`config.mk`:
```
export PLATFORM = sky130hd
export DESIGN_NAME = uart_tx_sched
export DESIGN_NICKNAME = d
export VERILOG_FILES = /design/src/rtl/uart_tx_sched_pkg.sv /design/src/rtl/uart_tx_sched_fifo.sv /design/src/rtl/uart_tx_sched.sv
export SDC_FILE = /design/constraint.sdc
export NUM_CORES = 1
export LEC_CHECK = 0
export CAP_MARGIN = 20
export CORE_ASPECT_RATIO = 0.7
export CORE_MARGIN = 3
export CORE_UTILIZATION = 50
export DETAILED_ROUTE_END_ITERATION = 7
export PLACE_DENSITY = 0.75
export SETUP_SLACK_MARGIN = 0.15
export SKIP_LAST_GASP = 1
export SYNTH_ARGS = -nofsm -noshare
export SYNTH_HDL_FRONTEND = slang
export SYNTH_SLANG_ARGS = --single-unit
```
`constraint.sdc`:
```
create_clock -name i_clk -period 3.12 [get_ports i_clk]
set_input_delay 0.468 -clock i_clk [delete_from_list [all_inputs] [get_ports i_clk]]
set_output_delay 0.468 -clock i_clk [all_outputs]
set_load 0.005 [all_outputs]
```
`src/rtl/uart_tx_sched_pkg.sv`:
```
// Shared types and constants for the UART transmit scheduler.
// Bus request is carried as one packed struct so the registered strobes update together.
package uart_sched_pkg;

  typedef enum logic [2:0] {
    IDLE    = 3'd0,
    RD_STAT = 3'd1,
    CHK     = 3'd2,
    WR_DATA = 3'd3,
    RD_DATA = 3'd4,
    CLR_RX  = 3'd5
  } state_t;

  localparam logic [15:0] UART_DATA_OFF = 16'h0000;
  localparam logic [15:0] UART_STAT_OFF = 16'h0002;
  localparam int          STAT_TX_BUSY  = 0;
  localparam int          STAT_RX_PEND  = 1;
  localparam logic [15:0] RX_CLR_WORD   = 16'h0002;

  typedef struct packed {
    logic        sel;
    logic        we;
    logic        re;
    logic [15:0] addr;
    logic [15:0] wdata;
  } bus_req_t;

endpackage

```
`src/rtl/uart_tx_sched_fifo.sv`:
```
// Byte FIFO with occupancy count; a push while full is refused even if a pop happens.
// Single-cycle push/pop, combinational head read; no bus knowledge.
module sync_fifo_byte #(
  parameter int DEPTH = 8
) (
  input  logic                           i_clk,
  input  logic                           i_rst_n,
  input  logic                           i_push,
  input  logic [7:0]                     i_data,
  input  logic                           i_pop,
  output logic [7:0]                     o_data,
  output logic                           o_full,
  output logic                           o_empty,
  output logic [$clog2(DEPTH+1)-1:0]     o_level
);

  localparam int AW = $clog2(DEPTH);
  localparam int LW = $clog2(DEPTH + 1);

  logic [7:0]    mem [DEPTH];
  logic [AW-1:0] wr_ptr;
  logic [AW-1:0] rd_ptr;
  logic [LW-1:0] level;
  logic          do_push;
  logic          do_pop;

  assign o_full  = (level == LW'(DEPTH));
  assign o_empty = (level == '0);
  assign o_level = level;
  assign o_data  = mem[rd_ptr];

  assign do_push = i_push & ~o_full;
  assign do_pop  = i_pop & ~o_empty;

  always_ff @(posedge i_clk) begin
    if (do_push) begin
      mem[wr_ptr] <= i_data;
    end
  end

  // Power-of-two depth lets the pointers wrap by plain overflow.
  always_ff @(posedge i_clk or negedge i_rst_n) begin
    if (!i_rst_n) begin
      wr_ptr <= '0;
      rd_ptr <= '0;
      level  <= '0;
    end else begin
      if (do_push) wr_ptr <= wr_ptr + 1'b1;
      if (do_pop)  rd_ptr <= rd_ptr + 1'b1;
      case ({do_push, do_pop})
        2'b10:   level <= level + LW'(1);
        2'b01:   level <= level - LW'(1);
        default: level <= level;
      endcase
    end
  end

endmodule

```
`src/rtl/uart_tx_sched.sv`:
```
// Drains a byte FIFO to the UART over the peripheral bus, polling STATUS.tx_busy before each DATA write.
// Bus strobes are registered and held until i_rdy; optional RX polling under `UART_RX_POLL_EN.
module uart_tx_sched
  import uart_sched_pkg::*;
#(
  parameter int          FIFO_DEPTH = 8,
  parameter logic [15:0] UART_BASE  = 16'h8300,
  parameter int          POLL_LIMIT = 4096
) (
  input  logic                              i_clk,
  input  logic                              i_rst_n,
  input  logic                              i_push,
  input  logic [7:0]                        i_push_data,
  output logic                              o_full,
  output logic                              o_empty,
  output logic [$clog2(FIFO_DEPTH+1)-1:0]   o_level,
  output logic                              o_busy,
  output logic                              o_ovf,
  output logic                              o_timeout,
  input  logic                              i_clr_err,
  output logic                              o_sel,
  output logic                              o_we,
  output logic                              o_re,
  output logic [15:0]                       o_addr,
  output logic [15:0]                       o_wdata,
  input  logic [15:0]                       i_rdata,
  input  logic                              i_rdy
`ifdef UART_RX_POLL_EN
  ,
  output logic                              o_rx_valid,
  output logic [7:0]                        o_rx_data,
  input  logic                              i_rx_ready
`endif
);

  localparam int CW = (POLL_LIMIT > 1) ? $clog2(POLL_LIMIT) : 1;

  state_t        state;
  state_t        state_nxt;
  bus_req_t      req_q;
  bus_req_t      req_d;
  logic [CW-1:0] poll_cnt;
  logic [CW-1:0] poll_cnt_nxt;
  logic [1:0]    stat_q;
  logic [7:0]    head;
  logic          pop;
  logic          tmo_set;
  logic          done;
  logic          ovf_set;
  logic          rdata_unused;

  sync_fifo_byte #(.DEPTH(FIFO_DEPTH)) u_fifo (
    .i_clk   (i_clk),
    .i_rst_n (i_rst_n),
    .i_push  (i_push),
    .i_data  (i_push_data),
    .i_pop   (pop),
    .o_data  (head),
    .o_full  (o_full),
    .o_empty (o_empty),
    .o_level (o_level)
  );

  assign done    = req_q.sel & i_rdy;
  assign ovf_set = i_push & o_full;
  assign o_busy  = (state != IDLE);

`ifdef UART_RX_POLL_EN
  logic       rx_valid_q;
  logic [7:0] rx_data_q;
  logic [5:0] rx_tick_cnt;
  logic       rx_tick;
  logic       rx_latch;

  assign rx_tick    = (state == IDLE) && o_empty && (rx_tick_cnt == 6'd63);
  assign o_rx_valid = rx_valid_q;
  assign o_rx_data  = rx_data_q;
`endif

  always_comb begin
    state_nxt    = state;
    poll_cnt_nxt = poll_cnt;
    pop          = 1'b0;
    tmo_set      = 1'b0;
`ifdef UART_RX_POLL_EN
    rx_latch     = 1'b0;
`endif
    case (state)
      IDLE: begin
        if (!o_empty) begin
          state_nxt = RD_STAT;
`ifdef UART_RX_POLL_EN
        end else if (rx_tick) begin
          state_nxt = RD_STAT;
`endif
        end
      end
      RD_STAT: begin
        if (done) state_nxt = CHK;
      end
      CHK: begin
`ifdef UART_RX_POLL_EN
        if (stat_q[STAT_RX_PEND] && !rx_valid_q) begin
          state_nxt = RD_DATA;
        end else
`endif
        if (o_empty) begin
          // Status poll with nothing to send (RX-only visit).
          state_nxt    = IDLE;
          poll_cnt_nxt = '0;
        end else if (!stat_q[STAT_TX_BUSY]) begin
          state_nxt    = WR_DATA;
          poll_cnt_nxt = '0;
        end else if (poll_cnt < CW'(POLL_LIMIT - 1)) begin
          state_nxt    = RD_STAT;
          poll_cnt_nxt = poll_cnt + 1'b1;
        end else begin
          state_nxt    = IDLE;
          poll_cnt_nxt = '0;
          tmo_set      = 1'b1;
          pop          = 1'b1;
        end
      end
      WR_DATA: begin
        if (done) begin
          pop       = 1'b1;
          state_nxt = IDLE;
        end
      end
`ifdef UART_RX_POLL_EN
      RD_DATA: begin
        if (done) begin
          rx_latch  = 1'b1;
          state_nxt = CLR_RX;
        end
      end
      CLR_RX: begin
        if (done) state_nxt = RD_STAT;
      end
`endif
      default: state_nxt = IDLE;
    endcase
  end

  // A completing transfer always leaves one idle bus cycle before the next request.
  always_comb begin
    req_d = '0;
    if (!done) begin
      case (state_nxt)
        RD_STAT: begin
          req_d.sel  = 1'b1;
          req_d.re   = 1'b1;
          req_d.addr = UART_BASE + UART_STAT_OFF;
        end
        WR_DATA: begin
          req_d.sel   = 1'b1;
          req_d.we    = 1'b1;
          req_d.addr  = UART_BASE + UART_DATA_OFF;
          req_d.wdata = {8'h00, head};
        end
`ifdef UART_RX_POLL_EN
        RD_DATA: begin
          req_d.sel  = 1'b1;
          req_d.re   = 1'b1;
          req_d.addr = UART_BASE + UART_DATA_OFF;
        end
        CLR_RX: begin
          req_d.sel   = 1'b1;
          req_d.we    = 1'b1;
          req_d.addr  = UART_BASE + UART_STAT_OFF;
          req_d.wdata = RX_CLR_WORD;
        end
`endif
        default: req_d = '0;
      endcase
    end
  end

  always_ff @(posedge i_clk or negedge i_rst_n) begin
    if (!i_rst_n) begin
      state     <= IDLE;
      req_q     <= '0;
      poll_cnt  <= '0;
      stat_q    <= '0;
      o_ovf     <= 1'b0;
      o_timeout <= 1'b0;
    end else begin
      state    <= state_nxt;
      req_q    <= req_d;
      poll_cnt <= poll_cnt_nxt;
      if (state == RD_STAT && done) begin
        stat_q <= i_rdata[1:0];
      end
      o_ovf     <= ovf_set | (o_ovf & ~i_clr_err);
      o_timeout <= tmo_set | (o_timeout & ~i_clr_err);
    end
  end

`ifdef UART_RX_POLL_EN
  always_ff @(posedge i_clk or negedge i_rst_n) begin
    if (!i_rst_n) begin
      rx_valid_q  <= 1'b0;
      rx_data_q   <= '0;
      rx_tick_cnt <= '0;
    end else begin
      if (rx_latch) begin
        rx_valid_q <= 1'b1;
        rx_data_q  <= i_rdata[7:0];
      end else if (i_rx_ready) begin
        rx_valid_q <= 1'b0;
      end
      if (state == IDLE && o_empty) rx_tick_cnt <= rx_tick_cnt + 6'd1;
      else                          rx_tick_cnt <= '0;
    end
  end

  assign rdata_unused = ^i_rdata[15:8];
`else
  assign rdata_unused = ^{i_rdata[15:2], stat_q[STAT_RX_PEND]};
`endif

  assign o_sel   = req_q.sel;
  assign o_we    = req_q.we;
  assign o_re    = req_q.re;
  assign o_addr  = req_q.addr;
  assign o_wdata = req_q.wdata;

endmodule

```
# Word-level counts from Yosys, hierarchy flattened
# Memory sizes are Yosys's and may differ from the RTL's.
# Index checks and enable logic that the tools add are counted.
dict set report op_classes {
  reduce_logical 6
  div 0
  order_cmp 1
  shift 0
  n_eq_ne 8
  bitwise_logic 11
  n_mux 25
  n_addsub 5
  n_mul 0
}
# cell count
set op_table {}
lappend op_table {{two-way mux 12 bit} 3}
lappend op_table {{two-way mux 35 bit} 1}
lappend op_table {{one-hot mux 16 bit (2 select lines)} 1}
lappend op_table {{adder 12 x 1 -> 12 bit, second input constant} 1}
lappend op_table {{less-than comparator 12 bit, second input constant} 1}
lappend op_table {{one-hot mux 3 bit (4 select lines)} 1}
lappend op_table {{two-way mux 1 bit} 11}
lappend op_table {{equality test 3 x 2 -> 1 bit, second input constant} 3}
lappend op_table {{two-way mux 3 bit} 3}
lappend op_table {{two-way mux 8 bit} 1}
lappend op_table {{one-hot mux 4 bit (2 select lines)} 1}
lappend op_table {{adder 3 x 1 -> 3 bit, second input constant} 2}
lappend op_table {{AND 1 bit} 6}
lappend op_table {{equality test 3 x 1 -> 1 bit, second input constant} 2}
lappend op_table {{adder 4 x 1 -> 4 bit, second input constant} 1}
lappend op_table {{equality test 4 bit, second input constant} 1}
lappend op_table {{logical NOT 4 bit} 1}
lappend op_table {{two-way mux 2 bit} 2}
lappend op_table {{subtractor 4 x 1 -> 4 bit, second input constant} 1}
lappend op_table {{logical NOT 3 bit} 1}
lappend op_table {{NOT 1 bit} 3}
lappend op_table {{nonzero test 3 bit} 1}
lappend op_table {{equality test 2 x 1 -> 1 bit, second input constant} 1}
lappend op_table {{equality test 2 bit, second input constant} 1}
lappend op_table {{5 further kinds} 6}
dict set report totals {
  ff_bits 63
  wordCells 70
  latch_bits 0
  in_bits 29
  out_inout_bits 44
  mem_count 1
  mem_bits_rw 64
  romBits 0
}
# memory depth word_bits rd rd_ports_with_merged_regs wr line_no
set mem_list {}
lappend mem_list {u_fifo.mem 8 8 1 0 1 uart_tx_sched_fifo.sv:20} ;# logic [7:0] mem [DEPTH];

# Depth between registers and ports, before layout
dict set report depth {
  ltp_word 9
  depth_mapped 11
  ltp_nobuf 11
}

# Hierarchy
# Synthesis repeated with hierarchy kept, for this count alone.
dict set report hier_totals {
  hier_cells 329
  hier_area_um2 4718.3
}
# module area_each_um2 n_inst cells_each seq_area_each_um2
set by_module_without_submodules {}
lappend by_module_without_submodules {sync_fifo_byte 3139.3 1 161 2172.1}
lappend by_module_without_submodules {uart_tx_sched 1579.0 1 168 750.7}

# Least setup slack after synthesis
# No wires, ideal clock.
dict set report synth_timing {
  kind {register -> register}
  start {reg u_fifo.level[0] (netlist: u_fifo.o_level[0])}
  end {reg u_fifo.level[3] (netlist: u_fifo.o_level[3])}
  setup_time_ps 80
  path_stages_with_launch 11
  setup_slack_ps 546
  arrival_time_ps 2494
  path_buffers 1
  required_time_ps 3040
  synth_period_minus_slack_ps 2574
  path_cell_list {dfrtp_1 > clkbuf_1 > nor4b_1 > nor2b_1 > inv_1 > ha_1 > ha_1 > a21o_1 > a21oi_1 > mux2i_1 > xnor2_1}
}
dict set report synth_between {
  word_cells_on_any_way 14
  classes_between {add/sub: 2; eq/ne: 3; mux: 3; bitwise: 4; reduce/logical: 2}
}
# item line_no
set synth_rtl {}
lappend synth_rtl {{from (decl)} uart_tx_sched_fifo.sv:23} ;# logic [LW-1:0] level;
lappend synth_rtl {{from (signal assigned)} uart_tx_sched_fifo.sv:51} ;# 2'b10: level <= level + LW'(1);
lappend synth_rtl {{from (signal assigned)} uart_tx_sched_fifo.sv:52} ;# 2'b01: level <= level - LW'(1);
lappend synth_rtl {{from (signal assigned)} uart_tx_sched_fifo.sv:53} ;# default: level <= level;
lappend synth_rtl {{equality test 4 bit *} uart_tx_sched_fifo.sv:27} ;# assign o_full = (level == LW'(DEPTH));
lappend synth_rtl {{net o_full} uart_tx_sched.sv:14} ;# output logic o_full,
lappend synth_rtl {{NOT 1 bit *} uart_tx_sched_fifo.sv:32} ;# assign do_push = i_push & ~o_full;
lappend synth_rtl {{AND 1 bit *} uart_tx_sched_fifo.sv:32}
lappend synth_rtl {{equality test 2 x 1 -> 1 bit or equality test 2 bit (tied branches)} uart_tx_sched_fifo.sv:50} ;# case ({do_push, do_pop})
lappend synth_rtl {{one-hot mux 4 bit (2 select lines) or nonzero test 2 bit (tied branches)} --}
# Mark *: on every way through the listed nets, which the timed path passes. The rest lies on a longest branch.
# A chain may end at the register's enable or synchronous reset.

# Worst setup path in the final report
dict set report layout_timing {
  start {reg u_fifo.level[2] (netlist: u_fifo.o_level[2])}
  end {reg u_fifo.level[3] (netlist: u_fifo.o_level[3])}
}
dict set report layout_between {
  elab_chain_cells 6
  word_cells_on_any_way 14
  classes_between {add/sub: 2; eq/ne: 3; mux: 3; bitwise: 4; reduce/logical: 2}
}
# item line_no
set layout_rtl {}
lappend layout_rtl {{logical NOT 4 bit *} uart_tx_sched_fifo.sv:28} ;# assign o_empty = (level == '0);
lappend layout_rtl {{two-way mux 1 bit} uart_tx_sched.sv:107} ;# if (o_empty) begin
lappend layout_rtl {{one-hot mux 1 bit (2 select lines)} uart_tx_sched.sv:88} ;# case (state)
lappend layout_rtl {{AND 1 bit *} uart_tx_sched_fifo.sv:33} ;# assign do_pop = i_pop & ~o_empty;
lappend layout_rtl {{net u_fifo.do_pop} uart_tx_sched_fifo.sv:25} ;# logic do_pop;
lappend layout_rtl {{equality test 2 x 1 -> 1 bit or equality test 2 bit (tied branches)} uart_tx_sched_fifo.sv:50}
lappend layout_rtl {{one-hot mux 4 bit (2 select lines) or nonzero test 2 bit (tied branches)} --}
# Marked as above.

==> key figures <==
Yosys
  • Post-synthesis area per instance: 14.4 um2
  • #FFs+latches synth: 104
  • EDFF count, synth: 64
  • Post-synth ARST share: 0.385
  • Syn. warnings: 0
  • Main synth FF type: edfxtp_1
  • Cells after Synth: 315
  • Synth cell types: 50
  • Seq/Total Area, Yosys: 0.645
  • Synthesized area: 0.00453 mm2

STA
  • Fin crit share: 0.907
  • Fin crit period: 2.83 ns
  • Post-Route Skew: 0.0112 ns
  • TNS Setup: 0 ns
  • Fmax: 353 MHz
  • Slew @ Worst Pin: 0.909 ns
  • Max Slew Vio Count: 0
  • Relative slew slack: 0.394
  • Final hold vios: 0
  • Final hold slack: 0.247 ns
  • Final Setup Violations: 0
  • RSZ-0062 raised after global routing: no

Setup path
  • CP startpoint kind: register
  • Crit Path Class: reg2reg
  • Crit path largest cell delay: 0.64 ns
  • Worst reg2reg path endpoint: u_fifo.o_level[3]$_DFFE_PN0P_
  • FF-to-FF setup slack: 0.29 ns
  • Worst path cell trace: or4_1 > o21ai_1 > inv_1 > ha_1 > ha_1 > a21o_1 > a21oi_1 > mux2i_1 > xnor2_1
  • Top cell by count, worst path: ha_1
  • Arrival time at the worst endpoint: 3.10 ns
  • CP max stage cell: or4_1
  • CP Capture Type: register
  • Reg2reg path depth: 9
  • Worst-path maximum fanout: 7
  • RR Startpoint: u_fifo.o_level[2]$_DFFE_PN0P_
  • Req. time, crit path: 3.39 ns

GRT
  • Largest net degree at the start of global routing: 41
  • Initial antenna violation count: 0
  • First-pass GRT wire length: 13300 um
  • GRT Total Usage: 0.171
  • Congestion Overflow GR: 0
  • Vias in the first global route: 2579

Layout
  • Commonest non-fill, non-tap cell in the layout: edfxtp_1
  • Area Growth Syn to Fin: 17.1%
  • Commonest cells after routing, fill and taps aside: edfxtp_1, dfrtp_1, clkdlybuf4s50_1
  • Post-route cell area: 0.00531 mm2
  • Fillcell total: 642
  • Share of cells above drive strength 1: 0.142
  • Layout Nets: 398
  • ANT cells: 0

Routing
  • 1st-iter DRT viols: 191
  • Vias per cell: 5.36
  • Final ANT Viol Nets: 0
  • Drt total wl: 8140 um
  • DRT Pass-1 Iters: 4
  • Routed wire per std cell: 16.7 um
  • Detailed-route DRC error count: 0
  • DR vias: 2608

Placed design
  • Port bufs: 37
  • RePlAce Congestion: 0.800
  • HPWL Detailed: 5720 um
  • DP Area: 0.00499 mm2

Clock tree
  • H-tree depth: 3
  • CTS buffer count: 9
  • Post-CTS sizing: 0
  • Clock tree buffer depth: 2
  • Clock Latency Late Sink: 0.34 ns
  • TritonCTS clock tree: yes
  • Postcts setup bufs: 0
  • Hold-fix buffers, CTS: 0
  • Reg clk slew, reported paths: 0.07 ns
  • Root Driver: clkbuf_16
  • Clock sinks: 104

Power and ir drop
  • Power share of the clock group: 0.283
  • Peak supply drop: 306 uV
  • P_sw: 986 uW
  • Sequential share of power: 0.522
  • P_int: 2580 uW
  • Part of the power in combinational logic: 0.195
  • Pwr dens: 672 mW/mm2
  • Net Sw Frac: 0.277
  • Leak Pwr: 0.00196 uW
  • Total power: 3570 uW

Floorplanning
  • Die area: 0.0103 mm2
  • DIE HEIGHT: 85.7 um
  • Core area: 0.00862 mm2
  • IO Pins: 73
  • Rows: 28
  • Die width: 120 um
  • Initial core utilization: 0.526

Flow run
  • Max-cap violations: 0

Outcome
  • Outcome: complete, no violations

Hold path
  • Min-Delay Path Class: in2async
-- kinds of logic after synthesis --
| logic type | synth area share |
|---|---|
| DFF | 0.645 |
| and+or+nand+nor | 0.0977 |
| buffers and inverters | 0.0621 |
| AOI/OAI and AO/OA | 0.0502 |
| muxes | 0.104 |
| xor gates and xnor gates | 0.0193 |
| adders and majority gates | 0.0210 |
| other | 0.000827 |
-- worst max-delay path by stage --
stage | slack (ns) | to | start
global placement | 0.22 | u_fifo.o_level[3]$_DFFE_PN0P_ | i_rdy
finish | 0.29 | u_fifo.o_level[3]$_DFFE_PN0P_ | u_fifo.o_level[2]$_DFFE_PN0P_
global route | 0.16 | u_fifo.o_level[3]$_DFFE_PN0P_ | u_fifo.o_level[3]$_DFFE_PN0P_
floorplan | 0.55 | u_fifo.o_level[3]$_DFFE_PN0P_ | u_fifo.o_level[0]$_DFFE_PN0P_
detailed placement | 0.11 | u_fifo.o_level[3]$_DFFE_PN0P_ | i_rdy
CTS | 0.29 | u_fifo.o_level[3]$_DFFE_PN0P_ | poll_cnt[0]$_DFFE_PN0P_
-- cells in the mapped netlist, drive strengths merged (2+ instances only) --
cell type,n,area share
or3,5,0.0069
o41ai,2,0.0039
a21oi,6,0.0066
o31ai,3,0.0050
inv,12,0.0099
clkbuf,7,0.0058
mux2i,9,0.020
nand3,9,0.0099
mux4,16,0.079
or4,2,0.0041
edfxtp,64,0.42
nand4,4,0.0055
dfrtp,40,0.22
mux2,2,0.0050
nand2,18,0.015
nor2b,2,0.0028
nor2,10,0.0083
nor3b,5,0.0083
ha,6,0.017
o21ai,12,0.013
nor3,18,0.020
xnor2,9,0.017
a31oi,3,0.0041
nor4,3,0.0041
nor4b,2,0.0039
buf,29,0.046
-- critical path, delay by kind of cell (launching register included) --
family | cells | cell delay, ns
buffers and inverters | 1 | 0.09
adder cells (fa/ha/maj) | 2 | 0.54
multiplexers | 1 | 0.27
flip-flops | 1 | 0.46
XOR/XNOR | 1 | 0.15
AND/OR/NAND/NOR | 1 | 0.64
AO/OA/AOI/OAI | 3 | 0.61
-- registers in the layout, summed over array words and instances (netlist names) --
name	count
poll_cnt	12
o_timeout	1
state	3
o_re	1
o_we	1
o_wdata	8
o_addr	1
o_ovf	1
stat_q	1
o_sel	1
u_fifo.rd_ptr	3
u_fifo.mem	64
u_fifo.wr_ptr	3
u_fifo.o_level	4
-- routing by layer --
| layer | track usage | share of wire | vias to the layer above |
|---|---|---|---|
| met5 | 0 | 0 | - |
| li1 | - | - | 1239 |
| met4 | 0.0364 | 0.0034 | 0 |
| met2 | 0.262 | 0.47 | 85 |
| met1 | 0.241 | 0.45 | 1281 |
| met3 | 0.0600 | 0.075 | 3 |
-- stage by stage --
step | setup WS, ns | cells | utilization
2_1_floorplan | 0.546 | 335 | -
3_3_place_gp | 0.222 | 470 | 0.579
3_5_place_dp | 0.109 | 470 | 0.579
4_1_cts | 0.289 | 486 | 0.611
5_1_grt | 0.163 | 487 | 0.616
6_report | 0.291 | 487 | 0.616
-- power by group through the flow --
stage               sequential, uW  clock [uW]  combinational, uW
floorplan                     1810           0                466
global route                  1890        1090                771
detailed placement            1890           0                695
CTS                           1860        1040                696
global placement              1880           0                668
finish                        1860        1010                697
-- area by class of cell --
cell class              count  area [um2]  share of cell area
clock buffers               9         225              0.0424
well taps                 120         150              0.0283
clock inverters             7        46.3             0.00872
multi-input cells         183        1420               0.268
inverters                  12        45.0             0.00849
repair buffers             52         498              0.0938
flip-flops and latches    104        2920               0.551
Power figures use the tool's default switching activity.
